<file path="config.mk">
export PLATFORM = sky130hd
export DESIGN_NAME = register_write_sequencer
export DESIGN_NICKNAME = d
export VERILOG_FILES = /design/src/rtl/fpga9685_pkg.sv /design/src/rtl/register_pointer_next.sv /design/src/rtl/register_write_sequencer.sv
export SDC_FILE = /design/constraint.sdc
export NUM_CORES = 1
export LEC_CHECK = 0
export ABC_AREA = 1
export CAP_MARGIN = 10
export CORE_MARGIN = 2
export CORE_UTILIZATION = 54
export DETAILED_ROUTE_END_ITERATION = 10
export PLACE_DENSITY_LB_ADDON = 0.1
export SYNTH_ARGS = -nofsm -noshare
export SYNTH_HDL_FRONTEND = slang
export SYNTH_SLANG_ARGS = --single-unit
</file>
<file path="constraint.sdc">
create_clock -name clk_i -period 3.8 [get_ports clk_i]
set_clock_uncertainty 0.1 [all_clocks]
set_input_delay 0.57 -clock clk_i [delete_from_list [all_inputs] [get_ports clk_i]]
set_output_delay 0.57 -clock clk_i [all_outputs]
set_load 0.01 [all_outputs]
</file>
<file path="src/rtl/fpga9685_pkg.sv">
// fpga9685_pkg: shared register map addresses and sequencer state encoding
package fpga9685_pkg;
  localparam logic [7:0] MODE1 = 8'h00;
  localparam logic [7:0] LED15_OFF_H = 8'h45;
  localparam logic [7:0] ALL_LED_ON_L = 8'hFA;
  localparam logic [7:0] PRE_SCALE = 8'hFE;
  localparam logic [7:0] TESTMODE = 8'hFF;
  typedef enum logic [1:0] {IDLE, ADDR, DATA, WRITE} state_t;
endpackage

</file>
<file path="src/rtl/register_pointer_next.sv">
// register_pointer_next: pointer increment/wrap and register writability rules
module register_pointer_next
  import fpga9685_pkg::*;
(
  input  logic [7:0] pointer_i,
  input  logic       sleep_i,
  output logic [7:0] next_pointer_o,
  output logic       writable_o
);
  logic w_reserved;
  assign w_reserved = pointer_i > LED15_OFF_H && pointer_i < ALL_LED_ON_L;
  assign next_pointer_o = (pointer_i == LED15_OFF_H || pointer_i == TESTMODE) ? 8'h00 : pointer_i + 8'h01;
  assign writable_o = !w_reserved && !(pointer_i == PRE_SCALE && !sleep_i);
endmodule

</file>
<file path="src/rtl/register_write_sequencer.sv">
// register_write_sequencer: turns I2C write bytes into register file write strobes
module register_write_sequencer
  import fpga9685_pkg::*;
#(
  parameter int WRITE_HOLD = 1
) (
  input  logic       clk_i,
  input  logic       rst_i,
  input  logic       start_i,
  input  logic       stop_i,
  input  logic       byte_valid_i,
  input  logic [7:0] byte_i,
  output logic       byte_ready_o,
  input  logic       auto_increment_i,
  input  logic       sleep_i,
  output logic [7:0] write_register_id_o,
  output logic [7:0] write_register_value_o,
  output logic       write_enable_o,
  output logic [7:0] pointer_o,
  output logic       busy_o,
  output logic       dropped_o
);
  localparam logic [2:0] LAST = 3'(WRITE_HOLD - 1);
  state_t r_state;
  logic [7:0] r_pointer;
  logic [7:0] r_id;
  logic [7:0] r_value;
  logic [2:0] r_cnt;
  logic r_ai;
  logic r_pend;
  logic r_pend_stop;
  logic r_dropped;
  logic [7:0] w_next;
  logic w_writable;
  register_pointer_next u_next (
    .pointer_i(r_pointer),
    .sleep_i(sleep_i),
    .next_pointer_o(w_next),
    .writable_o(w_writable)
  );
  assign byte_ready_o = r_state == ADDR || r_state == DATA;
  assign busy_o = r_state != IDLE;
  assign write_enable_o = r_state == WRITE;
  assign write_register_id_o = r_id;
  assign write_register_value_o = r_value;
  assign pointer_o = r_pointer;
  assign dropped_o = r_dropped;
  always_ff @(posedge clk_i) begin
    if (rst_i) begin
      r_state <= IDLE;
      r_pointer <= 8'h00;
      r_id <= 8'h00;
      r_value <= 8'h00;
      r_cnt <= 3'd0;
      r_ai <= 1'b0;
      r_pend <= 1'b0;
      r_pend_stop <= 1'b0;
      r_dropped <= 1'b0;
    end else begin
      r_dropped <= 1'b0;
      case (r_state)
        IDLE: if (start_i) r_state <= ADDR;
        ADDR, DATA: begin
          if (stop_i) r_state <= IDLE;
          else if (start_i) r_state <= ADDR;
          else if (byte_valid_i) begin
            if (r_state == ADDR) begin
              r_pointer <= byte_i;
              r_state <= DATA;
            end else if (w_writable) begin
              r_id <= r_pointer;
              r_value <= byte_i;
              r_ai <= auto_increment_i;
              r_cnt <= 3'd0;
              r_state <= WRITE;
            end else begin
              r_dropped <= 1'b1;
              if (auto_increment_i) r_pointer <= w_next;
            end
          end
        end
        WRITE: begin
          r_cnt <= r_cnt + 3'd1;
          if (start_i || stop_i) begin
            r_pend <= 1'b1;
            r_pend_stop <= stop_i;
          end
          if (r_cnt == LAST) begin
            if (r_ai) r_pointer <= w_next;
            r_pend <= 1'b0;
            r_pend_stop <= 1'b0;
            r_state <= (start_i || stop_i) ? (stop_i ? IDLE : ADDR) : r_pend ? (r_pend_stop ? IDLE : ADDR) : DATA;
          end
        end
        default: r_state <= IDLE;
      endcase
    end
  end
endmodule

</file>
# After elaboration in Yosys (flattened, before gate mapping)
# Cells that the tools add are included.
[totals] word_cells=90 output_inout_bits=28 latch_bits=0 mem_count=0 register_bits=33 ramBits=0 mem_bits_ro=0
[op_classes] reduce_logical=21 bitwise=5 add_sub_neg=2 n_mux=33 n_shift=0 multipliers=0 eq_ne=18 n_lt_le_gt_ge=2 n_div=0
[ops] cell="$mux W8" count=9
[ops] cell="$mux W2" count=9
[ops] cell="$eq A8 B8 Y1 const B" count=2
[ops] cell="$pmux W8 S2" count=1
[ops] cell="$mux W3" count=5
[ops] cell="$reduce_and A6 Y1" count=2
[ops] cell="$ne A2 B2 Y1 const B" count=5
[ops] cell="$add A8 B1 Y8 const B" count=1
[ops] cell="$eq A8 B7 Y1 const B" count=1
[ops] cell="$gt A8 B7 Y1 const B" count=1
[ops] cell="$lt A8 B8 Y1 const B" count=1
[ops] cell="$reduce_and A8 Y1" count=1
[ops] cell="$mux W1" count=7
[ops] cell="$ne A2 B1 Y1 const B" count=3
[ops] cell="$ne A3 B3 Y1 const B" count=2
[ops] cell="$pmux W2 S3" count=1
[ops] cell="$pmux W3 S2" count=1
[ops] cell="$reduce_bool A2 Y1" count=3
[ops] cell="$reduce_or A6 Y1" count=1
[ops] cell="$ne A5 B4 Y1 const B" count=1
[ops] cell="$not A1 Y1" count=5
[ops] cell="$eq A2 B2 Y1 const B" count=2
[ops] cell="$ne A4 B4 Y1 const B" count=1
[ops] cell="$reduce_and A4 Y1" count=1
[ops] cell="other kinds (9)" count=15

# Logic depth before layout (Yosys ltp)
# Gate-level depths: netlist (run 1).
[depth] word_depth=10 depth_mapped=14 ltp_nobuf=14

# Modules after synthesis
# A second synthesis (run 1) with hierarchy kept.
[hier_totals] hier_cells=316 area_unflattened_um2=2063.2
[modules_own_cells] module="register_write_sequencer" instances=1 area_per_inst_um2=1705.4 seq_area_each_um2=660.6 cells_each=246
[modules_own_cells] module="register_pointer_next" instances=1 area_per_inst_um2=357.8 seq_area_each_um2=0.0 cells_each=70

# Worst setup path before layout (run 1)
# No wires, ideal clock.
[synth_timing] path_kind="register to register" from="register r_state[0]" to="register r_pointer[5], in the netlist pointer_o[5]" setup_slack_ns=1.919 path_stages_with_launch=11 period_less_slack_ns=1.881 arrival_ns=1.668 cell_sequence="dfxtp_1 inv_1 ha_1 inv_1 nor2_1 nor4_1 nand2_2 inv_4 nand2_1 nand2_1 nor2_1"
[synth_via] elab_chain_cells=6 word_cells_on_any_way=18 classes_between="eq/ne: 10; mux: 5; reduce/logical: 3"
[synth_rtl] item="from (decl)" line_no="register_write_sequencer.sv:24" rtl="state_t r_state;"
[synth_rtl] item="from (signal assigned)" line_no="register_write_sequencer.sv:92" rtl="r_state <= (start_i || stop_i) ? (stop_i ? IDLE : ADDR) : r_pend ? (r_pend_stop ? IDLE : ADDR) : DATA;"
[synth_rtl] item="$eq A2 B1 Y1" line_no="register_write_sequencer.sv:61, register_write_sequencer.sv:67"
[synth_rtl] item="$mux W8" line_no="register_write_sequencer.sv:67" rtl="if (r_state == ADDR) begin"
[synth_rtl] item="$mux W8" line_no="register_write_sequencer.sv:66" rtl="else if (byte_valid_i) begin"
[synth_rtl] item="$mux W8" line_no="register_write_sequencer.sv:65" rtl="else if (start_i) r_state <= ADDR;"
[synth_rtl] item="$mux W8" line_no="register_write_sequencer.sv:64" rtl="if (stop_i) r_state <= IDLE;"
[synth_rtl] item="$pmux W8 S2" line_no="register_write_sequencer.sv:61" rtl="case (r_state)"
[synth_rtl] item="to (signal assigned)" line_no="register_write_sequencer.sv:68" rtl="r_pointer <= byte_i;"
[synth_rtl] item="to (signal assigned)" line_no="register_write_sequencer.sv:78" rtl="if (auto_increment_i) r_pointer <= w_next;"
[synth_rtl] item="to (signal assigned)" line_no="register_write_sequencer.sv:89" rtl="if (r_ai) r_pointer <= w_next;"
[synth_rtl] item="to (decl)" line_no="register_write_sequencer.sv:25" rtl="logic [7:0] r_pointer;"
# Parallel ways exist; a longest one is shown, timed or not. The select of a mux whose other input is x is not followed.
# A chain may end at the register's enable or synchronous reset.

# Worst setup path in the final report (run 1)
[layout_timing] from="register r_state[0]" to="output byte_ready_o"
[layout_via] elab_chain_cells=2 word_cells_on_any_way=3 classes_between="eq/ne: 2; reduce/logical: 1"
[layout_rtl] item="$eq A2 B1 Y1 / $eq A2 B2 Y1 (equally long branches)" line_no="register_write_sequencer.sv:41" rtl="assign byte_ready_o = r_state == ADDR || r_state == DATA;"
[layout_rtl] item="$logic_or A1 B1 Y1 *" line_no="register_write_sequencer.sv:41"
[layout_rtl] item="to (decl)" line_no="register_write_sequencer.sv:13" rtl="output logic byte_ready_o,"
# Mark *: on every way between the ends. The rest lies on a longest branch, timed or not.

==> run summary, run 1 <==
CP arrival = 1.81 ns
TritonCTS Buffers = 5
Post-synth top area share = 34.8%
Synth unique cells = 24
Global-route wire length before repair = 7270 um
Compound-Gate Fraction of Synth Area = 17.0%
CTS tree = done
RSZ-0062 raised after global routing = no
Clk Tree Root Cell = clkbuf_4
Die width = 63.3 um
Wirelength per Cell = 11.5 um
Mapped Cells = 285
FF-to-FF setup slack = 1.42 ns
IR drop worst, VDD = 379 uV
Total core area = 3360 um^2
Outcome = finished clean
Synth warn = 0
Synth Register Bits = 33
Clock-pin slew on the worst setup and hold paths = 0.11 ns
Vias after detailed routing = 1836
H-tree level count = 2
Post-synth top flop = dfxtp_1
Largest area contributor in the netlist = dfxtp_1
Delay of the slowest critical-path stage = 0.58 ns
Pins over their slew limit = 0
Sequential area share after synthesis = 34.8%
Crit path cell chain = inv_1, ha_1, clkdlybuf4s50_1
Placed cells = 365
Fin crit period = 2.48 ns
Area delta synth->final = 25.1%
Post-CTS Resized = 0
# diodes = 0
Asr flop ratio synth = 0%
Setup Viol. Count Final = 0
GPL Wtd Cong = 0.881
Post-synthesis adder-cell area fraction = 7.26%
Critical path class = reg2out
Hold Crit Class = reg2reg
Clock latency at the later pin of the worst-skew pair = 0.34 ns
Synthesized area per cell = 6.66 um^2
Number of I/O port buffers = 42
Initial antenna violation count = 0
PD cells = 560 nW/um^2
Crit path max fanout = 6
DIE AREA = 4000 um^2
Synth Net Count = 311
Slowest cell on the critical path = clkdlybuf4s50_1
Cell Count, Final, Fillers Out = 373
Cell area after synthesis = 1900 um^2
GR Overflow Total = 0
Initial DRC Count = 134
EDFF count, synth = 0
Critical path endpoint category = output port
WP buf/inv = 2
Critical Path RT = 3.13 ns
Number of buffers added for setup after CTS = 0
Initial Utilization = 56.4%
DR pass1 iterations = 4
Max-Cap Viols = 0
DP Wirelength = 3270 um
Total wire length = 4300 um
Sink Count = 33
Most numerous cell in the Yosys netlist = nand2_1
Xor/xnor share of the synthesized area = 1.85%
Largest net degree at the start of global routing = 35
Vias in the first global route = 1626
Part of the cycle the worst path needs = 65.2%
Top post-synthesis cells by area = dfxtp_1 (35%), nand2_1 (10%), inv_1 (9.9%), ha_1 (7.3%), a21oi_1 (7.1%)
DR vias/cell = 4.92
Mux contribution to synthesized area = 0%
Die Height = 63.3 um
Final setup TNS = 0 ns
CTS max path bufs = 2
Final ANT Viol Nets = 0
Io pins = 43
DR DRC count = 0
Hold-fix buffers, CTS = 0
Final hold viol count = 0
Largest family of logic cells by synthesized area = simple AND/OR/NAND/NOR gates
Maximum clock rate = 0.404 GHz
Rel. slew slack = 52.5%
Post-synth top cells = nand2_1 (52), inv_1 (50), nor2_1 (34), dfxtp_1 (33), a21oi_1 (27)
Total GRT Usage = 22.9%
Ratio of cells with drive above 1 in the final layout = 6.12%
Layout net count = 352
CP top delay family = buffers and inverters
Worst Max-Slew Pin Slew = 0.712 ns
Startpoint Class = flip-flop
Pleak = 0.963 nW
Simple-Gate Fraction of Synth Area = 25.7%
Site row count = 21
[report_power, final]
part | internal (mW) | switching (mW)
clock network | 0.0697 | 0.124
registers | 0.409 | 0.102
logic | 0.270 | 0.352
total | 0.749 | 0.579
[state kept, by name, indices dropped and copies added, names as in the netlist]
| signal | count |
|---|---|
| r_pend_stop | 1 |
| r_ai | 1 |
| write_register_id_o | 8 |
| r_cnt | 3 |
| pointer_o | 8 |
| dropped_o | 1 |
| r_pend | 1 |
| write_register_value_o | 8 |
| r_state | 2 |
[layout by cell type (no fill, tap or decap), drive strengths merged]
| cell | Yosys | routed |
|---|---|---|
| clkinvlp | 0 | 1 |
| xnor2 | 2 | 2 |
| nand2 | 58 | 58 |
| a21oi | 27 | 27 |
| xor2 | 2 | 2 |
| o22ai | 1 | 1 |
| dfxtp | 33 | 33 |
| nand3 | 11 | 11 |
| nor4 | 2 | 2 |
| ha | 11 | 11 |
| nand4 | 5 | 5 |
| inv | 52 | 52 |
| nor2 | 36 | 36 |
| clkbuf | 1 | 5 |
| clkinv | 0 | 2 |
| o21ai | 36 | 36 |
| nor3 | 1 | 1 |
| clkdlybuf4s50 | 0 | 42 |
[layer usage]
metal | share of wire, % | vias up | GRT usage (%) | wire (um)
li1 | - | 983 | - | -
met1 | 51 | 799 | 31.4 | 2190
met2 | 43 | 52 | 35.2 | 1860
met3 | 5.3 | 2 | 5.36 | 227
met4 | 0.63 | 0 | 8.15 | 27
met5 | 0 | - | 0 | 0
[worst register-to-register path: stages (launching register included)]
cell     delay (ns)
dfxtp_1        0.37
inv_1          0.10
ha_1           0.42
nand2_1        0.10
nor3_1         0.27
nand3_2        0.49
o21ai_0        0.34
a21oi_1        0.06
[kinds of logic (layout without fill, tap and decap cells)]
kind of cell             count (synthesis)  count (layout)
XOR/XNOR                                 4               4
AO/OA/AOI/OAI                           64              64
flip-flops                              33              33
buffers and inverters                   60             102
AND/OR/NAND/NOR                        113             113
adder cells (fa/ha/maj)                 11              11
[per-stage QoR]
step                total power [mW]  hold slack, ns  setup WS [ns]  utilization [%]  cell area (um^2)
detailed placement              1.13           0.337           1.11             68.9              2320
floorplan                      0.908           0.320           1.92                -              1900
finish                          1.33           0.352           1.32             70.5              2370
CTS                             1.33           0.351           1.32             70.5              2370
global route                    1.44           0.370           1.13             70.5              2370
global placement                1.12           0.333           1.15             68.9              2320
[final timing paths]
kind                                             endpoint                      start  cells past startpoint
worst min register to register  write_register_value_o[4]  write_register_value_o[4]                      2
worst min-delay path            write_register_value_o[4]  write_register_value_o[4]                      2
worst max-delay path                         byte_ready_o                 r_state[0]                      3
worst max register to register                       r_ai                 r_state[0]                      7
[area by class of cell]
cell class	instances	area [um^2]
fillers	339	991
multi-input cells	192	981
flip-flops and latches	33	661
repair buffers	42	420
inverters	52	198
well taps	46	57.6
clock buffers	5	37.5
clock inverters	3	17.5
No activity file was read; power rests on OpenSTA's default activity.
==> run 2: changes to the inputs <==
Settings changed: CORE_UTILIZATION 54 to 45.
Clock period 3.8 ns to 2.1 ns, I/O delays scaled along.
==> run 2 against run 1 <==
First-iteration DRC count shrank 24%. Hold slack lost 0.0075 ns. Register-to-register slack lost 1.2 ns.
==> run summary, run 2 (synthesis gave the netlist of run 1 again) <==
Number of I/O port buffers = 42 (unchanged)
CP arrival = 1.62 ns (-0.19 ns)
Area delta synth->final = 34.8%
CP top delay family = buffers and inverters
Final setup TNS = 0 ns (unchanged)
Placed cells = 380 (+4.1%)
Pleak = 1.06 nW (+9.6%)
Outcome = finished clean
Critical Path RT = 1.68 ns (-1.45 ns)
Die Height = 68.9 um (+8.9%)
Clock-pin slew on the worst setup and hold paths = 0.07 ns (-0.04 ns)
Reg2Reg Depth = 10 (+3)
DR DRC count = 0 (unchanged)
Rel. slew slack = 75.5% (+23 points)
Fin area = 2560 um^2 (+7.8%)
Ratio of cells with drive above 1 in the final layout = 9.76% (+3.6 points)
GPL Wtd Cong = 0.879 (-0.24%)
Vias in the first global route = 1585 (-2.5%)
DR pass1 iterations = 4 (unchanged)
H-tree level count = 2 (unchanged)
Maximum clock rate = 0.492 GHz
Hold Crit Class = reg2reg
IR drop worst, VDD = 615 uV (+62%)
Initial antenna violation count = 0 (unchanged)
WP buf/inv = 2 (unchanged)
Total core area = 4030 um^2 (+20%)
Post-Place Worst Slack = -0.0234 ns (-1.13 ns)
Most common cell after layout, fill and taps aside = nand2_1
Final ANT Viol Nets = 0 (unchanged)
TritonCTS Buffers = 5 (unchanged)
Initial Utilization = 47.1% (-9.3 points)
Largest net degree at the start of global routing = 32 (-8.6%)
Io pins = 43 (unchanged)
Delay of the slowest critical-path stage = 0.53 ns (-0.05 ns)
Fin crit period = 2.03 ns
Critical path endpoint category = output port
Final core area utilization = 63.5% (-7.1 points)
CTS tree = done
Global-route wire length before repair = 7310 um (+0.58%)
Clk Tree Root Cell = clkbuf_8
DIE AREA = 4750 um^2 (+19%)
Wirelength per Cell = 11.6 um (+0.31%)
DR vias/cell = 4.83 (-1.9%)
Hold_ws = 0.344 ns (-0.00752 ns)
Crit path cell chain = inv_1, ha_4, clkdlybuf4s50_1
Total power = 2.79 mW (+110%)
Site row count = 23 (+9.5%)
Startpoint Class = flip-flop
Layout net count = 363 (+3.1%)
Part of the cycle the worst path needs = 96.7%
# diodes = 0 (unchanged)
Vias after detailed routing = 1874 (+2.1%)
Final hold viol count = 0 (unchanged)
Worst Max-Slew Pin Slew = 0.367 ns (-0.346 ns)
Most frequent cells in the layout = nand2_1 (52), inv_1 (50), clkdlybuf4s50_1 (42)
DP Wirelength = 3360 um (+2.6%)
Max-Cap Viols = 0 (unchanged)
Clock latency at the later pin of the worst-skew pair = 0.29 ns (-0.05 ns)
Pins over their slew limit = 0 (unchanged)
Final setup margin = 0.0695 ns (-1.25 ns)
Critical path class = reg2out
Slowest cell on the critical path = clkdlybuf4s50_1
Die width = 68.9 um (+8.9%)
Initial DRC Count = 102 (-24%)
Number of buffers added for setup after CTS = 0 (unchanged)
Total wire length = 4490 um (+4.3%)
Cell Count, Final, Fillers Out = 388 (+4.0%)
Sink Count = 33 (unchanged)
Total GRT Usage = 20.6% (-2.3 points)
PD cells = 1090 nW/um^2 (+95%)
Cell count along the critical path = 3 (unchanged)
GR Overflow Total = 0 (unchanged)
Setup Viol. Count Final = 0 (unchanged)
Crit path max fanout = 6 (unchanged)
CTS max path bufs = 2 (unchanged)
Post-DP Area = 2420 um^2 (+4.3%)
Hold-critical path depth = 2 (unchanged)
-- run 2: cell types whose count changed in the layout (fill, tap and decap cells not counted), moves of 2 or more --
cell	change
clkbuf_8	+6
buf_4	+10
clkbuf_4	-5
clkinv_2	-2
-- run 2: repair_timing --
action	in CTS	in global routing
pin swaps	0	0
gates resized for setup	2	2
setup endpoints to repair	3	8
hold buffers	0	0
hold endpoints to repair	0	0
-- run 2: where the power goes --
part	total [mW]	switching, mW	internal [mW]
clock network	0.624	0.237	0.387
logic	1.27	0.692	0.574
registers	0.902	0.161	0.741
-- run 2: area by class of cell --
cell class / count / area (um^2)
clock inverter: 1 / 30.0
timing repair buffer: 53 / 515
multi-input combinational: 192 / 1000
sequential: 33 / 661
inverter: 52 / 198
clock buffer: 7 / 86.3
tap: 50 / 62.6
fill: 390 / 1470
-- run 2: per-layer routing --
metal	track usage [%]	wire length, um	vias up
met5	0	0	-
met2	28.8	1870	37
met3	4.38	199	6
li1	-	-	1005
met1	30.9	2360	826
met4	6.62	61	0
-- run 2: worst register-to-register path: stages, from the launching register on --
cell and delay, ns:
dfxtp_1 0.35, inv_1 0.12, ha_4 0.28, inv_1 0.09, nor2_1 0.07, nor4_2 0.32, nand2_2 0.20, inv_4 0.14
nand2_1 0.06, nand2_1 0.05, nor2_1 0.04
-- run 2: worst paths after layout --
path	from	endpoint	slack [ns]
setup / recovery	r_state[1]	byte_ready_o	0.07
hold / removal	write_register_id_o[2]	write_register_id_o[2]	0.34
setup reg to reg	r_state[0]	pointer_o[5]	0.19
hold reg to reg	write_register_id_o[2]	write_register_id_o[2]	0.34
==> run 3: changes to the inputs <==
Settings changed: CAP_MARGIN 10 to default, CORE_UTILIZATION 45 to 51, SYNTH_HIERARCHICAL from default to 1.
Clock period 2.1 ns to 2.3 ns, I/O delays scaled along.
==> run 3 against run 2 <==
Via count grew 13%. Synthesized cell count is 11% higher. Clock power is 16% lower. Register-to-register slack improved by 0.02 ns. Hold slack better by 0.014 ns. Critical path depth is the same. Largest cell class unchanged. Sequential share of layout area shrank 1.3 points. Area after synthesis grew 8.8%. Flip-flop and latch count is the same.
==> run summary, run 3 <==
Sequential area share after synthesis = 32.0% (-2.8 points)
Synthesized area per cell = 6.53 um^2 (-1.9%)
Number of I/O port buffers = 42 (unchanged)
Synth warn = 6 (+6)
Layout net count = 394 (+8.5%)
Io pins = 43 (unchanged)
Sequential power share = 28.6% (-3.7 points)
Startpoint Class = flip-flop
Hold Crit Class = reg2reg
Post-synth top flop = dfxtp_1
Sink Count = 33 (unchanged)
Critical Path RT = 1.86 ns (+0.18 ns)
Clock latency at the later pin of the worst-skew pair = 0.29 ns (about the same)
Initial DRC Count = 115 (+13%)
Total core area = 3940 um^2 (-2.1%)
Pleak = 1.25 nW (+18%)
Synth Net Count = 342 (+10%)
H-tree level count = 2 (unchanged)
Most common cell after layout, fill and taps aside = nand2_1
DIE AREA = 4570 um^2 (-3.8%)
Vias after detailed routing = 2110 (+13%)
Part of the cycle the worst path needs = 97.2%
Global-route wire length before repair = 8620 um (+18%)
Final setup TNS = 0 ns (unchanged)
Die Height = 67.6 um (-1.9%)
DP Wirelength = 3950 um (+18%)
Largest area contributor in the netlist = dfxtp_1
Wirelength per Cell = 12.2 um (+5.7%)
DR vias/cell = 5.05 (+4.5%)
Rel. slew slack = 77.6% (+2.1 points)
RSZ-0062 raised after global routing = no
Synth Register Bits = 33 (unchanged)
Synth unique cells = 29 (+21%)
Final hold viol count = 0 (unchanged)
Maximum clock rate = 0.447 GHz
TritonCTS Buffers = 5 (unchanged)
Most frequent cells in the layout = nand2_1 (71), nor2_1 (49), clkdlybuf4s50_1 (42)
Initial antenna violation count = 0 (unchanged)
Pins over their slew limit = 0 (unchanged)
Critical path endpoint category = output port
Site row count = 23 (unchanged)
Ratio of cells with drive above 1 in the final layout = 12.2% (+2.5 points)
Die width = 67.6 um (-1.9%)
Total wire length = 5120 um (+14%)
CP arrival = 1.79 ns (+0.17 ns)
Most numerous cell in the Yosys netlist = nand2_1
Post-synth top cells = nand2_1 (71), nor2_1 (49), inv_1 (40), dfxtp_1 (33), nand3_1 (26)
Switching power = 1.13 mW (+4.1%)
Clk network pwr share = 19.1% (-3.2 points)
DR DRC count = 0 (unchanged)
Outcome = finished clean
Logic pwr share = 52.3% (+7.0 points)
# diodes = 0 (unchanged)
Critical path class = reg2out
CTS tree = done
Initial Utilization = 52.3% (+5.3 points)
Crit path max fanout = 7 (+1)
EDFF count, synth = 0 (unchanged)
Internal cell power = 1.62 mW (-5.0%)
Sw Ratio = 41.2% (+2.2 points)
Top post-synthesis cells by area = dfxtp_1 (32%), nand2_1 (13%), nor2_1 (8.9%), inv_1 (7.3%), ha_1 (6.7%)
DR pass1 iterations = 4 (unchanged)
Hold_ws = 0.358 ns (+0.0138 ns)
Final ANT Viol Nets = 0 (unchanged)
Total GRT Usage = 25.3% (+4.7 points)
Cell area after synthesis = 2060 um^2 (+8.8%)
Max-Cap Viols = 0 (unchanged)
CTS max path bufs = 2 (unchanged)
Final core area utilization = 68.4% (+4.9 points)
Asr flop ratio synth = 0% (unchanged)
Clk Tree Root Cell = clkbuf_8
IR drop worst, VDD = 543 uV (-12%)
Mapped Cells = 316 (+11%)
Area delta synth->final = 30.6%
PD cells = 1020 nW/um^2 (-6.5%)
Clock-pin slew on the worst setup and hold paths = 0.07 ns (about the same)
Largest net degree at the start of global routing = 28 (-13%)
GR Overflow Total = 0 (unchanged)
Vias in the first global route = 1952 (+23%)
GPL Wtd Cong = 0.891 (+1.4%)
Setup Viol. Count Final = 0 (unchanged)
Hold-fix buffers, CTS = 0 (unchanged)
Post-synth top area share = 32.0% (-2.8 points)
Fillcell total = 362 (-7.2%)
Fin crit period = 2.24 ns
Worst Max-Slew Pin Slew = 0.336 ns (-0.0310 ns)
==> run 3: cell types whose count changed after synthesis, sizes merged, moves of 8 or more <==
| cell | previous run | this run |
|---|---|---|
| o21ai | 36 | 21 |
| a21oi | 27 | 19 |
| nor2 | 36 | 64 |
| nand3 | 11 | 27 |
| inv | 52 | 44 |
| nand2 | 58 | 73 |
==> run 3: critical path: stages (launching register included) <==
cell and delay, ns:
dfxtp_1 0.40, inv_1 0.10, ha_2 0.42, clkdlybuf4s50_1 0.57
==> run 3: final cells by class <==
class	count	area, um^2	area share [%]
multi-input combinational	230	1180	43.7
timing repair buffer	54	523	19.4
inverter	44	168	6.22
sequential	33	661	24.5
clock inverter	2	35.0	1.30
clock buffer	5	68.8	2.55
tap	50	62.6	2.32
==> run 3: per-stage QoR <==
stage	area [um^2]	worst slack (ns)	cells	total power, mW
2_1_floorplan	2060	0.177	316	1.68
5_1_grt	2700	0.00269	418	2.98
3_3_place_gp	2560	0.268	410	2.15
6_report	2700	0.0635	418	2.75
3_5_place_dp	2560	0.187	410	2.17
4_1_cts	2670	0.00361	417	2.70
==> run 3: power by group through the flow <==
| stage | registers [mW] | logic [mW] | clock network (mW) |
|---|---|---|---|
| floorplan | 0.865 | 0.813 | 0 |
| global placement | 0.794 | 1.36 | 0 |
| detailed placement | 0.800 | 1.37 | 0 |
| CTS | 0.788 | 1.38 | 0.534 |
| global route | 0.805 | 1.62 | 0.558 |
| finish | 0.786 | 1.44 | 0.527 |
==> run 3: metal layers <==
metal,global-route usage [%],routed length [um]
met1,29.6,2270
met2,43.3,2510
met3,5.17,205
met4,13.0,131
met5,0,0
==> run 3: logic make-up (layout without fill, tap and decap cells) <==
kind of cell / Yosys count / in the layout / share of synthesized area [%]
AOI/OAI and AO/OA: 43 / 43 / 11.2
adders and majority gates: 11 / 11 / 6.67
buffers and inverters: 53 / 105 / 11.2
and+or+nand+nor: 172 / 172 / 37.2
xor gates and xnor gates: 4 / 4 / 1.70
DFF: 33 / 33 / 32.0
==> run 3: repair_timing <==
| action | in CTS | in global routing |
|---|---|---|
| setup buffers | 0 | 1 |
| setup endpoints to repair | 0 | 22 |
| gates resized for setup | 0 | 2 |
==> run 3: worst paths after layout <==
path / end / start / cells past startpoint / slack [ns]
max: byte_ready_o / r_state[0] / 3 / 0.06
min: r_pend_stop / r_pend_stop / 2 / 0.36
max reg2reg: pointer_o[0] / pointer_o[4] / 12 / 0.21
min reg2reg: r_pend_stop / r_pend_stop / 2 / 0.36
